File: src/rtl/frame_store_ctrl_pkg.sv
// Shared encodings, default frame geometry and pixel packing for the
// passport-photo frame buffer controller.
package frame_store_ctrl_pkg;

  localparam int H_ACTIVE_DEF = 640;
  localparam int V_ACTIVE_DEF = 400;

  typedef enum logic [2:0] {
    FSM_IDLE     = 3'd0,
    FSM_PREVIEW  = 3'd1,
    SAVE_TO_BRAM = 3'd2,
    SHOW_BRAM    = 3'd3,
    SEND_TO_PC   = 3'd4
  } fsm_state_e;

  typedef enum logic [1:0] {
    BRAM_IDLE     = 2'd0,
    CAPTURE_FRAME = 2'd1,
    WRITING_FRAME = 2'd2,
    READING_FRAME = 2'd3
  } bram_state_e;

  typedef enum logic [2:0] {
    TX_IDLE  = 3'd0,
    TX_FETCH = 3'd1,
    TX_WAIT  = 3'd2,
    TX_SEND  = 3'd3,
    TX_DONE  = 3'd4
  } tx_state_e;

  // RGB888 -> RGB332 keeps the top bits of each channel
  function automatic logic [7:0] pack_rgb332(input logic [23:0] rgb);
    return {rgb[23:21], rgb[15:13], rgb[7:6]};
  endfunction

endpackage

File: src/rtl/frame_store_ctrl_tx_seq.sv
// Streams the frame buffer byte-by-byte to the serial sender with a
// fetch / wait / send handshake per byte.
module frame_tx_seq
  import frame_store_ctrl_pkg::*;
#(
  parameter int ADDR_W = 18,
  parameter int N_PIX  = 256000
) (
  input  logic              clk,
  input  logic              reset_n,
  input  logic              en,
  input  logic              tx_ready,
  input  logic [7:0]        bram_dout,
  output logic [ADDR_W-1:0] rd_addr,
  output logic              tx_valid,
  output logic [7:0]        tx_data,
  output logic              tx_done
);

  localparam logic [ADDR_W-1:0] LAST_ADDR = ADDR_W'(N_PIX - 1);

  tx_state_e         state, state_next;
  logic [ADDR_W-1:0] addr, addr_next;

  always_ff @(posedge clk or negedge reset_n) begin
    if (!reset_n) begin
      state <= TX_IDLE;
      addr  <= '0;
    end else begin
      state <= state_next;
      addr  <= addr_next;
    end
  end

  // addr_next is handed straight to the BRAM address register, so the byte
  // for a new address is already on bram_dout while we sit in TX_WAIT
  always_comb begin
    state_next = state;
    addr_next  = addr;
    if (!en) begin
      state_next = TX_IDLE;
      addr_next  = '0;
    end else begin
      case (state)
        TX_IDLE:  state_next = TX_FETCH;
        TX_FETCH: state_next = TX_WAIT;
        TX_WAIT:  state_next = TX_SEND;
        TX_SEND: begin
          if (tx_ready) begin
            if (addr == LAST_ADDR) begin
              state_next = TX_DONE;
            end else begin
              state_next = TX_FETCH;
              addr_next  = addr + 1'b1;
            end
          end
        end
        TX_DONE:  state_next = TX_DONE;
        default:  state_next = TX_IDLE;
      endcase
    end
  end

  always_comb begin
    tx_valid = (state == TX_SEND);
    rd_addr  = addr_next;
  end

  always_ff @(posedge clk or negedge reset_n) begin
    if (!reset_n) begin
      tx_data <= '0;
      tx_done <= 1'b0;
    end else begin
      if (state == TX_WAIT) tx_data <= bram_dout;
      tx_done <= en && (state == TX_SEND) && tx_ready && (addr == LAST_ADDR);
    end
  end

endmodule

File: src/rtl/frame_store_ctrl.sv
// Frame buffer sequencer: captures one active frame into the BRAM, then
// serves it to VGA readback and, on request, to the serial sender.
module frame_store_ctrl
  import frame_store_ctrl_pkg::*;
#(
  parameter int H_ACTIVE = H_ACTIVE_DEF,
  parameter int V_ACTIVE = V_ACTIVE_DEF,
  parameter int ADDR_W   = 18
) (
  input  logic              clk,
  input  logic              reset_n,
  input  logic [2:0]        fsm_state,
  input  logic              store_bram,
  input  logic [10:0]       hcount,
  input  logic [9:0]        vcount,
  input  logic [23:0]       pixel_rgb,
  input  logic [7:0]        bram_dout,
  input  logic              tx_ready,
  output logic [1:0]        bram_state,
  output logic [ADDR_W-1:0] bram_addr,
  output logic [7:0]        bram_din,
  output logic              bram_we,
  output logic              in_display,
  output logic              tx_valid,
  output logic [7:0]        tx_data,
  output logic              tx_done
);

  localparam int N_PIX = H_ACTIVE * V_ACTIVE;

  bram_state_e       state, state_next;
  logic              store_prev, active, frame_start, last_pix;
  logic              write_now, tx_sel, tx_en, disp_pipe;
  logic [ADDR_W-1:0] pix_cnt, pix_addr, tx_addr, addr_next;

  assign active      = (hcount < 11'(H_ACTIVE)) && (vcount < 10'(V_ACTIVE));
  assign frame_start = (hcount == '0) && (vcount == '0);
  assign last_pix    = (hcount == 11'(H_ACTIVE - 1)) && (vcount == 10'(V_ACTIVE - 1));
  // one running counter serves both capture and readback: restart at (0,0)
  assign pix_addr    = frame_start ? '0 : pix_cnt;
  assign bram_state  = state;

  always_ff @(posedge clk or negedge reset_n) begin
    if (!reset_n) state <= BRAM_IDLE;
    else          state <= state_next;
  end

  always_comb begin
    state_next = state;
    if (state != BRAM_IDLE && !store_bram) begin
      state_next = BRAM_IDLE;
    end else begin
      case (state)
        BRAM_IDLE:
          if (store_bram && !store_prev && fsm_state == SAVE_TO_BRAM)
            state_next = CAPTURE_FRAME;
        CAPTURE_FRAME: if (frame_start) state_next = WRITING_FRAME;
        WRITING_FRAME: if (last_pix)    state_next = READING_FRAME;
        default:       state_next = state;
      endcase
    end
  end

  always_comb begin
    write_now = store_bram && active &&
                ((state == WRITING_FRAME) || (state == CAPTURE_FRAME && frame_start));
    tx_sel    = (state == READING_FRAME) && (fsm_state == SEND_TO_PC);
    tx_en     = tx_sel && store_bram;
    addr_next = tx_sel ? tx_addr : pix_addr;
  end

  always_ff @(posedge clk or negedge reset_n) begin
    if (!reset_n) begin
      store_prev <= 1'b0;
      pix_cnt    <= '0;
      bram_we    <= 1'b0;
      bram_addr  <= '0;
      bram_din   <= '0;
      disp_pipe  <= 1'b0;
      in_display <= 1'b0;
    end else begin
      store_prev <= store_bram;
      if (active) pix_cnt <= pix_addr + 1'b1;
      bram_we    <= write_now;
      bram_addr  <= addr_next;
      bram_din   <= pack_rgb332(pixel_rgb);
      disp_pipe  <= (state == READING_FRAME) && active && !tx_sel;
      in_display <= disp_pipe;
    end
  end

  frame_tx_seq #(
    .ADDR_W (ADDR_W),
    .N_PIX  (N_PIX)
  ) u_tx_seq (
    .clk       (clk),
    .reset_n   (reset_n),
    .en        (tx_en),
    .tx_ready  (tx_ready),
    .bram_dout (bram_dout),
    .rd_addr   (tx_addr),
    .tx_valid  (tx_valid),
    .tx_data   (tx_data),
    .tx_done   (tx_done)
  );

endmodule

File: config.mk
export PLATFORM = sky130hd
export DESIGN_NAME = frame_store_ctrl
export DESIGN_NICKNAME = d
export VERILOG_FILES = /design/src/rtl/frame_store_ctrl_pkg.sv /design/src/rtl/frame_store_ctrl_tx_seq.sv /design/src/rtl/frame_store_ctrl.sv
export SDC_FILE = /design/constraint.sdc
export NUM_CORES = 1
export LEC_CHECK = 0
export BUFFER_PORTS_ARGS = -buffer_cell sky130_fd_sc_hd__buf_4
export CORE_MARGIN = 2
export CORE_UTILIZATION = 37
export DETAILED_ROUTE_END_ITERATION = 8
export PLACE_DENSITY = 0.65
export SLEW_MARGIN = 20
export SYNTH_ARGS = -nofsm -noshare
export SYNTH_HDL_FRONTEND = slang
export SYNTH_SLANG_ARGS = --single-unit
File: constraint.sdc
create_clock -name clk -period 2.4 [get_ports clk]
set_input_delay 0.12 -clock clk [delete_from_list [all_inputs] [get_ports clk]]
set_output_delay 0.12 -clock clk [all_outputs]
set_load 0.02 [all_outputs]
Word level (Yosys, flattened, before mapping)
Index checks and enable logic that the tools add are counted.
{"block": "totals", "reg_bits": 80, "in_bits": 60, "out_inout_bits": 40, "word_cells": 74}
{"block": "op_classes", "add_sub_neg": 2, "n_lt_le_gt_ge": 2, "eq_ne": 16, "muxes": 15, "n_reduce_logical": 27}
{"cell": "two-way mux 18 bit", "count": 6}
{"cell": "adder 18 x 1 -> 18 bit, second input constant", "count": 2}
{"cell": "== test 18 bit, second input constant", "count": 1}
{"cell": "logical AND 1 bit", "count": 16}
{"cell": "one-hot mux 3 bit (5 select lines)", "count": 1}
{"cell": "!= test 3 bit, second input constant", "count": 4}
{"cell": "== test 11 x 10 -> 1 bit, second input constant", "count": 1}
{"cell": "logical NOT 11 bit", "count": 1}
{"cell": "< comparator 11 x 10 -> 1 bit, second input constant", "count": 1}
{"cell": "== test 10 x 9 -> 1 bit, second input constant", "count": 1}
{"cell": "logical NOT 10 bit", "count": 1}
{"cell": "< comparator 10 x 9 -> 1 bit, second input constant", "count": 1}
{"cell": "== test 3 x 2 -> 1 bit, second input constant", "count": 3}
{"cell": "two-way mux 3 bit", "count": 3}
{"cell": "two-way mux 2 bit", "count": 4}
{"cell": "== test 3 bit, second input constant", "count": 2}
{"cell": "one-hot mux 2 bit (3 select lines)", "count": 1}
{"cell": "== test 2 bit, second input constant", "count": 2}
{"cell": "AND reduction 4 bit", "count": 1}
{"cell": "nonzero test 4 bit", "count": 1}
{"cell": "== test 3 x 1 -> 1 bit, second input constant", "count": 1}
{"cell": "logical NOT 1 bit", "count": 3}
{"cell": "logical NOT 3 bit", "count": 1}
{"cell": "== test 2 x 1 -> 1 bit, second input constant", "count": 1}
{"cell": "3 further kinds", "count": 3}

Logic depth before layout (Yosys ltp)
Gate-level depths: netlist (run 1).
{"block": "depth", "depth_word": 6, "mapped_depth": 8, "ltp_nobuf": 7}

Cells and area by module
Synthesis (run 1) repeated with hierarchy kept, for this count alone.
{"block": "unflattened", "hier_cells": 371, "area_unflattened_um2": 3871.2}
{"module": "frame_store_ctrl", "instances": 1, "cells_each": 228, "area_each_um2": 2346.0, "seq_area_each_um2": 1251.2}
{"module": "frame_tx_seq", "instances": 1, "cells_each": 143, "area_each_um2": 1525.2, "seq_area_each_um2": 750.7}

Least setup slack after synthesis (run 1)
Ideal clock, no wire load.
{"block": "synth_path", "path_kind": "reg2reg", "start": "reg u_tx_seq.addr[0]", "end": "reg bram_addr[12]", "setup_ns": 0.118, "arrival_time_ns": 1.796, "required_ns": 2.282, "setup_slack_ns": 0.486, "stages_incl_launch_ff": 9, "path_buffers": 1, "synth_period_minus_slack_ns": 1.914, "path_cell_list": "dfrtp_1 -> ha_1 -> inv_1 -> or3_1 -> buf_2 -> nor4_1 -> xnor2_1 -> nor2_1 -> a21o_1"}
{"block": "synth_between", "elab_chain_len": 6, "word_cells_on_any_way": 7, "classes_between": "add/sub (1); eq/ne (1); mux (5)"}
{"item": "start, declared", "line": "frame_store_ctrl_tx_seq.sv:23", "text": "logic [ADDR_W-1:0] addr, addr_next;"}
{"item": "start signal, assigned", "line": "frame_store_ctrl_tx_seq.sv:31", "text": "addr <= addr_next;"}
{"item": "adder 18 x 1 -> 18 bit or == test 18 bit (tied branches)", "line": "frame_store_ctrl_tx_seq.sv:54, frame_store_ctrl_tx_seq.sv:50"}
{"item": "two-way mux 18 bit (*)", "line": "frame_store_ctrl_tx_seq.sv:50", "text": "if (addr == LAST_ADDR) begin"}
{"item": "two-way mux 18 bit (*)", "line": "frame_store_ctrl_tx_seq.sv:49", "text": "if (tx_ready) begin"}
{"item": "two-way mux 18 bit (*)", "line": "frame_store_ctrl_tx_seq.sv:44", "text": "case (state)"}
{"item": "two-way mux 18 bit (*)", "line": "frame_store_ctrl_tx_seq.sv:40", "text": "if (!en) begin"}
{"item": "named net tx_addr[12]", "line": "frame_store_ctrl.sv:34", "text": "logic [ADDR_W-1:0] pix_cnt, pix_addr, tx_addr, addr_next;"}
{"item": "two-way mux 18 bit (*)", "line": "frame_store_ctrl.sv:69", "text": "addr_next = tx_sel ? tx_addr : pix_addr;"}
{"item": "named net addr_next[12]", "line": "frame_store_ctrl.sv:34"}
{"item": "end signal, assigned", "line": "frame_store_ctrl.sv:85", "text": "bram_addr <= addr_next;"}
{"item": "end, declared", "line": "frame_store_ctrl.sv:20", "text": "output logic [ADDR_W-1:0] bram_addr,"}
Mark *: on every way through the listed nets, which the timed path passes. The rest lies on a longest branch.
A chain may end at the register's enable or synchronous reset.

Worst setup path after layout (run 1)
{"block": "layout_path", "start": "reg u_tx_seq.addr[0]", "end": "reg bram_addr[1]"}
Same word-level chain as after synthesis.

==> results of run 1 <==
-- stage by stage --
stage	cell area (µm²)	hold WS, ps
global route	4640	15.7
floorplan	3510	-176
CTS	4640	11.7
finish	4640	25.9
global placement	4300	230
detailed placement	4300	231
-- kinds of logic after synthesis --
logic type | synth area share, %
xor gates and xnor gates | 7.24
AOI/OAI and AO/OA | 9.13
buffers and inverters | 1.21
adders and majority gates | 1.78
DFF | 57.1
muxes | 2.85
and+or+nand+nor | 20.7
-- worst register-to-register path, stage by stage, from the launching register on --
cell     delay (ps)
dfrtp_1         440
ha_1            220
inv_1            70
or3_1           510
o21ai_4         330
mux2i_1         220
nor2_1           70
a21o_1          180
-- flip-flops by register name (all words and copies together), names as in the netlist --
signal and count:
bram_addr 18, pix_cnt 18, u_tx_seq.addr 18, bram_din 8, u_tx_seq.tx_data 8, u_tx_seq.state 3
bram_state 2, bram_we 1, disp_pipe 1, in_display 1, store_prev 1, u_tx_seq.tx_done 1
-- cell usage after synthesis (2+ instances only) --
| cell type | count |
|---|---|
| a211oi_1 | 2 |
| a21o_1 | 13 |
| a21oi_1 | 3 |
| and3_1 | 7 |
| and4_1 | 2 |
| clkbuf_1 | 4 |
| dfrtp_1 | 80 |
| ha_1 | 5 |
| inv_1 | 6 |
| mux2_2 | 8 |
| nand2_1 | 26 |
| nand3_1 | 16 |
| nand4_1 | 10 |
| nor2_1 | 52 |
| nor3_1 | 6 |
| nor4_1 | 8 |
| o211ai_1 | 2 |
| o21ai_0 | 14 |
| o31ai_1 | 2 |
| or3_1 | 4 |
| xnor2_1 | 10 |
| xor2_1 | 19 |
-- power groups by stage --
| stage | clock (mW) | sequential, mW | combinational [mW] |
|---|---|---|---|
| after floorplan | 0 | 1.62 | 0.203 |
| after global placement | 0 | 1.55 | 0.514 |
| after detailed placement | 0 | 1.56 | 0.524 |
| after CTS | 0.902 | 1.53 | 0.547 |
| after global routing | 0.960 | 1.54 | 0.604 |
| final | 0.867 | 1.53 | 0.541 |
-- area by class of cell --
| cell class | count | area (µm²) | area share (%) |
|---|---|---|---|
| flip-flops and latches | 80 | 2000 | 43.1 |
| repair buffers | 103 | 820 | 17.7 |
| multi-input cells | 234 | 1460 | 31.5 |
| clock buffers | 11 | 141 | 3.05 |
| clock inverters | 5 | 32.5 | 0.701 |
| well taps | 129 | 161 | 3.48 |
| inverters | 6 | 22.5 | 0.485 |
-- final timing paths --
check                           slack [ps]  cells past startpoint              from                  end
worst max-delay path                   240                      7  u_tx_seq.addr[0]         bram_addr[1]
worst min-delay path                    30                      2      bram_dout[0]  u_tx_seq.tx_data[0]
worst max register to register         240                      7  u_tx_seq.addr[0]         bram_addr[1]
worst min register to register         350                      0         disp_pipe           in_display
max in group asynchronous             1530                      2           reset_n    u_tx_seq.addr[13]
min in group asynchronous              360                      2           reset_n    u_tx_seq.addr[17]
-- layer usage --
metal / part of all wire (%) / up-vias / GRT usage [%]
li1: - / 1363 / -
met3: 4.2 / 14 / 2.90
met1: 48 / 1292 / 20.3
met5: 0 / - / 0
met4: 2.3 / 0 / 7.38
met2: 46 / 88 / 23.4
==> impl_metrics.json, run 1 <==
{
  "grt_pass1_vias": 2638,
  "p_leak_nw": 2.22,
  "pwr-share-seq_pct": 52.0,
  "tritoncts": "yes",
  "setup_viol": 0,
  "postSynthAreaPerCell_um2": 10.8,
  "start_kind": "register",
  "clk_latency_ps": 350,
  "postRouteAntennaNets": 0,
  "path_max_fanout": 10,
  "fin_cells": 568,
  "first_iter_violations": 141,
  "period_share_pct": 90.1,
  "rows": 35,
  "rsz0062_at_grt": "false",
  "fmax_mhz": 463,
  "finalWorstSetupSlack_ps": 238,
  "die_area_um2": 10300,
  "worstHoldPathType": "input port to register",
  "worst-path-buf-inv": 1,
  "gr-usage-all-layers_pct": 15.1,
  "n_antenna_cell": 0,
  "cts-buffers-inserted": 9,
  "pin_count": 100,
  "first_pass_iters": 4,
  "h-tree-depth": 3,
  "clk_pin_slew_worst_paths_ps": 80,
  "crit_chain": "ha_1 > inv_1 > or3_1 > o21ai_4 > mux2i_1 > nor2_1 > a21o_1",
  "ys.flop_type": "dfrtp_1",
  "nNetsFinal": 499,
  "tightest_slew_ps": 727,
  "critical_path.max_stage_delay_ps": 510,
  "viasPerCell": 4.85,
  "root_buffer": "clkbuf_8",
  "maxCapViolations": 0,
  "dp_cells": 535,
  "pre_cts_slack_ps": 260,
  "final_hold_viol_count": 0,
  "antenna_found_initial": 0,
  "synth_top_area_share_pct": 57.1,
  "synth_cells": 325,
  "via_count": 2757,
  "status": "finished, final reports clean",
  "routedWlPerCell_um": 12.9,
  "sw_frac_of_total_pct": 28.5,
  "synth-edff-count": 0,
  "postCtsHoldBufs": 17,
  "fin_skew_ps": 10.1,
  "synth_top_area_cell": "dfrtp_1",
  "p_per_area_nw_per_um2": 632,
  "post_cts_buffers": 0,
  "initial_core_util_pct": 38.0,
  "drc": 0,
  "synth_cell_type_count": 48,
  "p_comb_share_pct": 18.4,
  "crit_arrival_ps": 2400,
  "fin_util_pct": 50.3,
  "fp.dieW_um": 101,
  "synthArstFlopShare_pct": 100,
  "grt_pass1_wl_um": 12200,
  "drive_gt1_share_pct": 27.1,
  "power_switching_uw": 837,
  "slew_viol_final": 0,
  "gr-total-overflow": 0,
  "yosysWarnings": 0,
  "area_delta_synth_final_pct": 32.3,
  "ys_seq_area_share_pct": 57.1,
  "dieHeight_um": 101,
  "vdd_drop_max_v": 0.000258,
  "cts_resized": 0,
  "power.share.clock_pct": 29.5,
  "final_cell_mix": "85 x buf_4, 80 x dfrtp_1, 52 x nor2_1, 26 x nand2_1, 19 x xor2_1",
  "synth_seq_cells": 80,
  "end_kind": "register",
  "slew-limit-headroom_pct": 51.6,
  "finalCriticalPeriod_ps": 2160,
  "final_common_cell": "buf_4",
  "p_total_mw": 2.94,
  "syn_nets": 390,
  "port_buffers": 83,
  "core_area_um2": 9240,
  "ctsLongestPathBuffers": 2,
  "path_class": "register to register",
  "required_ps": 2640,
  "crit_slowest_cell": "or3_1",
  "wirelength_um": 7320,
  "netlist_top_cells_area": "dfrtp_1 57%, nor2_1 5.6%, xor2_1 4.7%",
  "setup_tns_ps": 0,
  "grt_start_max_net_pins": 81,
  "cts.sinks": 80,
  "critPathTopFamily": "simple AND/OR/NAND/NOR gates",
  "dp_hpwl_um": 4940,
  "p_int_mw": 2.10,
  "fillers": 826,
  "netlist_area_um2": 3510,
  "place_congestion": 0.809
}
No activity file was read; power rests on OpenSTA's default activity.
==> run 2: changes to the inputs <==
--- a/config.mk
+++ b/config.mk
@@ -9,6 +9,7 @@
 export CORE_MARGIN = 2
 export CORE_UTILIZATION = 37
 export DETAILED_ROUTE_END_ITERATION = 8
+export HOLD_SLACK_MARGIN = 0.03
 export PLACE_DENSITY = 0.65
 export SLEW_MARGIN = 20
 export SYNTH_ARGS = -nofsm -noshare
==> run 2 against run 1 <==
Effect of this change: total power barely moved; hold slack better by 54 ps; register-to-register slack about the same; wire length fell by 0.11%; sequential cell count unchanged; sequential power about the same; clock power hardly changed; via count is 0.15% higher; global-route usage is the same; count of clock-buffer cells in the layout unchanged; final area increased by 0.22%; critical endpoint unchanged; largest cell class unchanged.
==> impl_metrics.json, run 2 (same netlist as run 1, synthesis figures left out) <==
{
  "worst-path-buf-inv": 1,
  "clk_latency_ps": 350,
  "final_common_cell": "buf_4",
  "routedWlPerCell_um": 12.8,
  "period_share_pct": 90.2,
  "path_class": "register to register",
  "path_max_fanout": 10,
  "dieHeight_um": 101,
  "r2r-end": "bram_addr[1]",
  "root_buffer": "clkbuf_8",
  "first_iter_violations": 137,
  "critPathTopFamily": "simple AND/OR/NAND/NOR gates",
  "tightest_slew_ps": 725,
  "postRouteAntennaNets": 0,
  "gr-total-overflow": 0,
  "drc": 0,
  "cp-startpoint": "u_tx_seq.addr[0]",
  "fmax_mhz": 462,
  "final_hold_viol_count": 0,
  "wirelength_um": 7310,
  "rr_worst_depth": 7,
  "ctsLongestPathBuffers": 2,
  "viasPerCell": 4.85,
  "maxCapViolations": 0,
  "drive_gt1_share_pct": 27.0,
  "p_per_area_nw_per_um2": 631,
  "port_buffers": 83,
  "die_area_um2": 10300,
  "dp_hpwl_um": 4940,
  "r2r_slack_ps": 240,
  "finalCriticalPeriod_ps": 2160,
  "slew-limit-headroom_pct": 51.7,
  "r2r_start": "u_tx_seq.addr[0]",
  "status": "finished, final reports clean",
  "dp_cells": 535,
  "fin_skew_ps": 7.70,
  "tritoncts": "yes",
  "grt_pass1_wl_um": 12200,
  "area_delta_synth_final_pct": 32.6,
  "initial_core_util_pct": 38.0,
  "final-seq-area_um2": 2000,
  "setup_viol": 0,
  "vdd_drop_max_v": 0.000258,
  "grt_pass1_vias": 2644,
  "nNetsFinal": 500,
  "crit_slowest_cell": "or3_1",
  "rsz0062_at_grt": "false",
  "fin_cells": 569,
  "pin_count": 100,
  "fin_util_pct": 50.4,
  "gr-usage-all-layers_pct": 15.1,
  "start_kind": "register",
  "n_antenna_cell": 0,
  "first_pass_iters": 6,
  "fp.dieW_um": 101,
  "core_area_um2": 9240,
  "crit_cells": 7,
  "crit_chain": "ha_1 > inv_1 > or3_1 > o21ai_4 > mux2i_1 > nor2_1 > a21o_1",
  "p_leak_nw": 2.23,
  "worstHoldPathType": "input port to register",
  "post_cts_buffers": 0,
  "antenna_found_initial": 0,
  "final_cell_mix": "85 x buf_4, 80 x dfrtp_1, 52 x nor2_1, 26 x nand2_1, 19 x xor2_1",
  "clk_pin_slew_worst_paths_ps": 80,
  "grt_start_max_net_pins": 81,
  "slew_viol_final": 0,
  "endpoint": "bram_addr[1]",
  "cts-buffers-inserted": 9,
  "crit_arrival_ps": 2410,
  "rows": 35,
  "place_congestion": 0.809,
  "fillers": 823,
  "multi_input_area_um2": 1460,
  "cts.sinks": 80,
  "critical_path.max_stage_delay_ps": 510,
  "via_count": 2761,
  "top_regs": "bram_addr: 18 flops, pix_cnt: 18 flops, u_tx_seq.addr: 18 flops",
  "setup_tns_ps": 0,
  "end_kind": "register",
  "required_ps": 2640,
  "h-tree-depth": 3
}
## run 2: changes by cell type in the layout (fill, tap and decap cells not counted), sizes merged
cell / change
dlygate4sd3: +1
## run 2: metrics by stage
stage / setup slack, ps / total power [mW] / hold WS [ps] / cell area [µm²]
finish: 236 / 2.94 / 79.7 / 4650
global route: 67.7 / 3.11 / 85.3 / 4650
CTS: 235 / 2.98 / 65.1 / 4650
detailed placement: 260 / 2.08 / 231 / 4300
global placement: 295 / 2.07 / 230 / 4300
floorplan: 486 / 1.83 / -176 / 3510
## run 2: worst min path at each step
stage                       start           end  slack, ps  depth (start not counted)
global route         fsm_state[2]     disp_pipe         90                          3
global placement    pixel_rgb[13]   bram_din[2]        230                          1
detailed placement  pixel_rgb[21]   bram_din[5]        230                          1
finish               fsm_state[2]     disp_pipe         80                          3
CTS                  fsm_state[2]     disp_pipe         70                          3
floorplan                 reset_n  bram_addr[0]       -180                          0
## run 2: final cells by class
type                            instances  share of cell area [%]
Clock buffer                           11                    3.04
Clock inverter                          5                   0.699
Inverter                                6                   0.484
Multi-Input combinational cell        234                    31.5
Sequential cell                        80                    43.0
Tap cell                              129                    3.47
Timing Repair Buffer                  104                    17.8
## run 2: worst reg2reg max path: cells and delay by family, from the launching register on
family | cells | cell delay (ps)
AND/OR/NAND/NOR | 2 | 580
AO/OA/AOI/OAI | 2 | 510
flip-flops | 1 | 440
adder cells (fa/ha/maj) | 1 | 220
multiplexers | 1 | 220
buffers and inverters | 1 | 80
## run 2: repair_timing
action	in CTS	in global routing
hold endpoints to repair	97	0
hold buffers	18	0
gates resized for setup	0	0
## run 2: metal layers
metal  up-vias  global-route usage [%]  share of wire, %
met1      1294                    20.3                48
met3        14                    2.90               4.2
met4         0                    7.38               2.3
met5         -                       0                 0
li1       1368                       -                 -
met2        85                    23.3                46
## run 2: power breakdown
part / internal (mW) / switching, mW
combinational: 0.253 / 0.289
sequential: 1.45 / 0.0802
clock: 0.400 / 0.465
total: 2.10 / 0.834
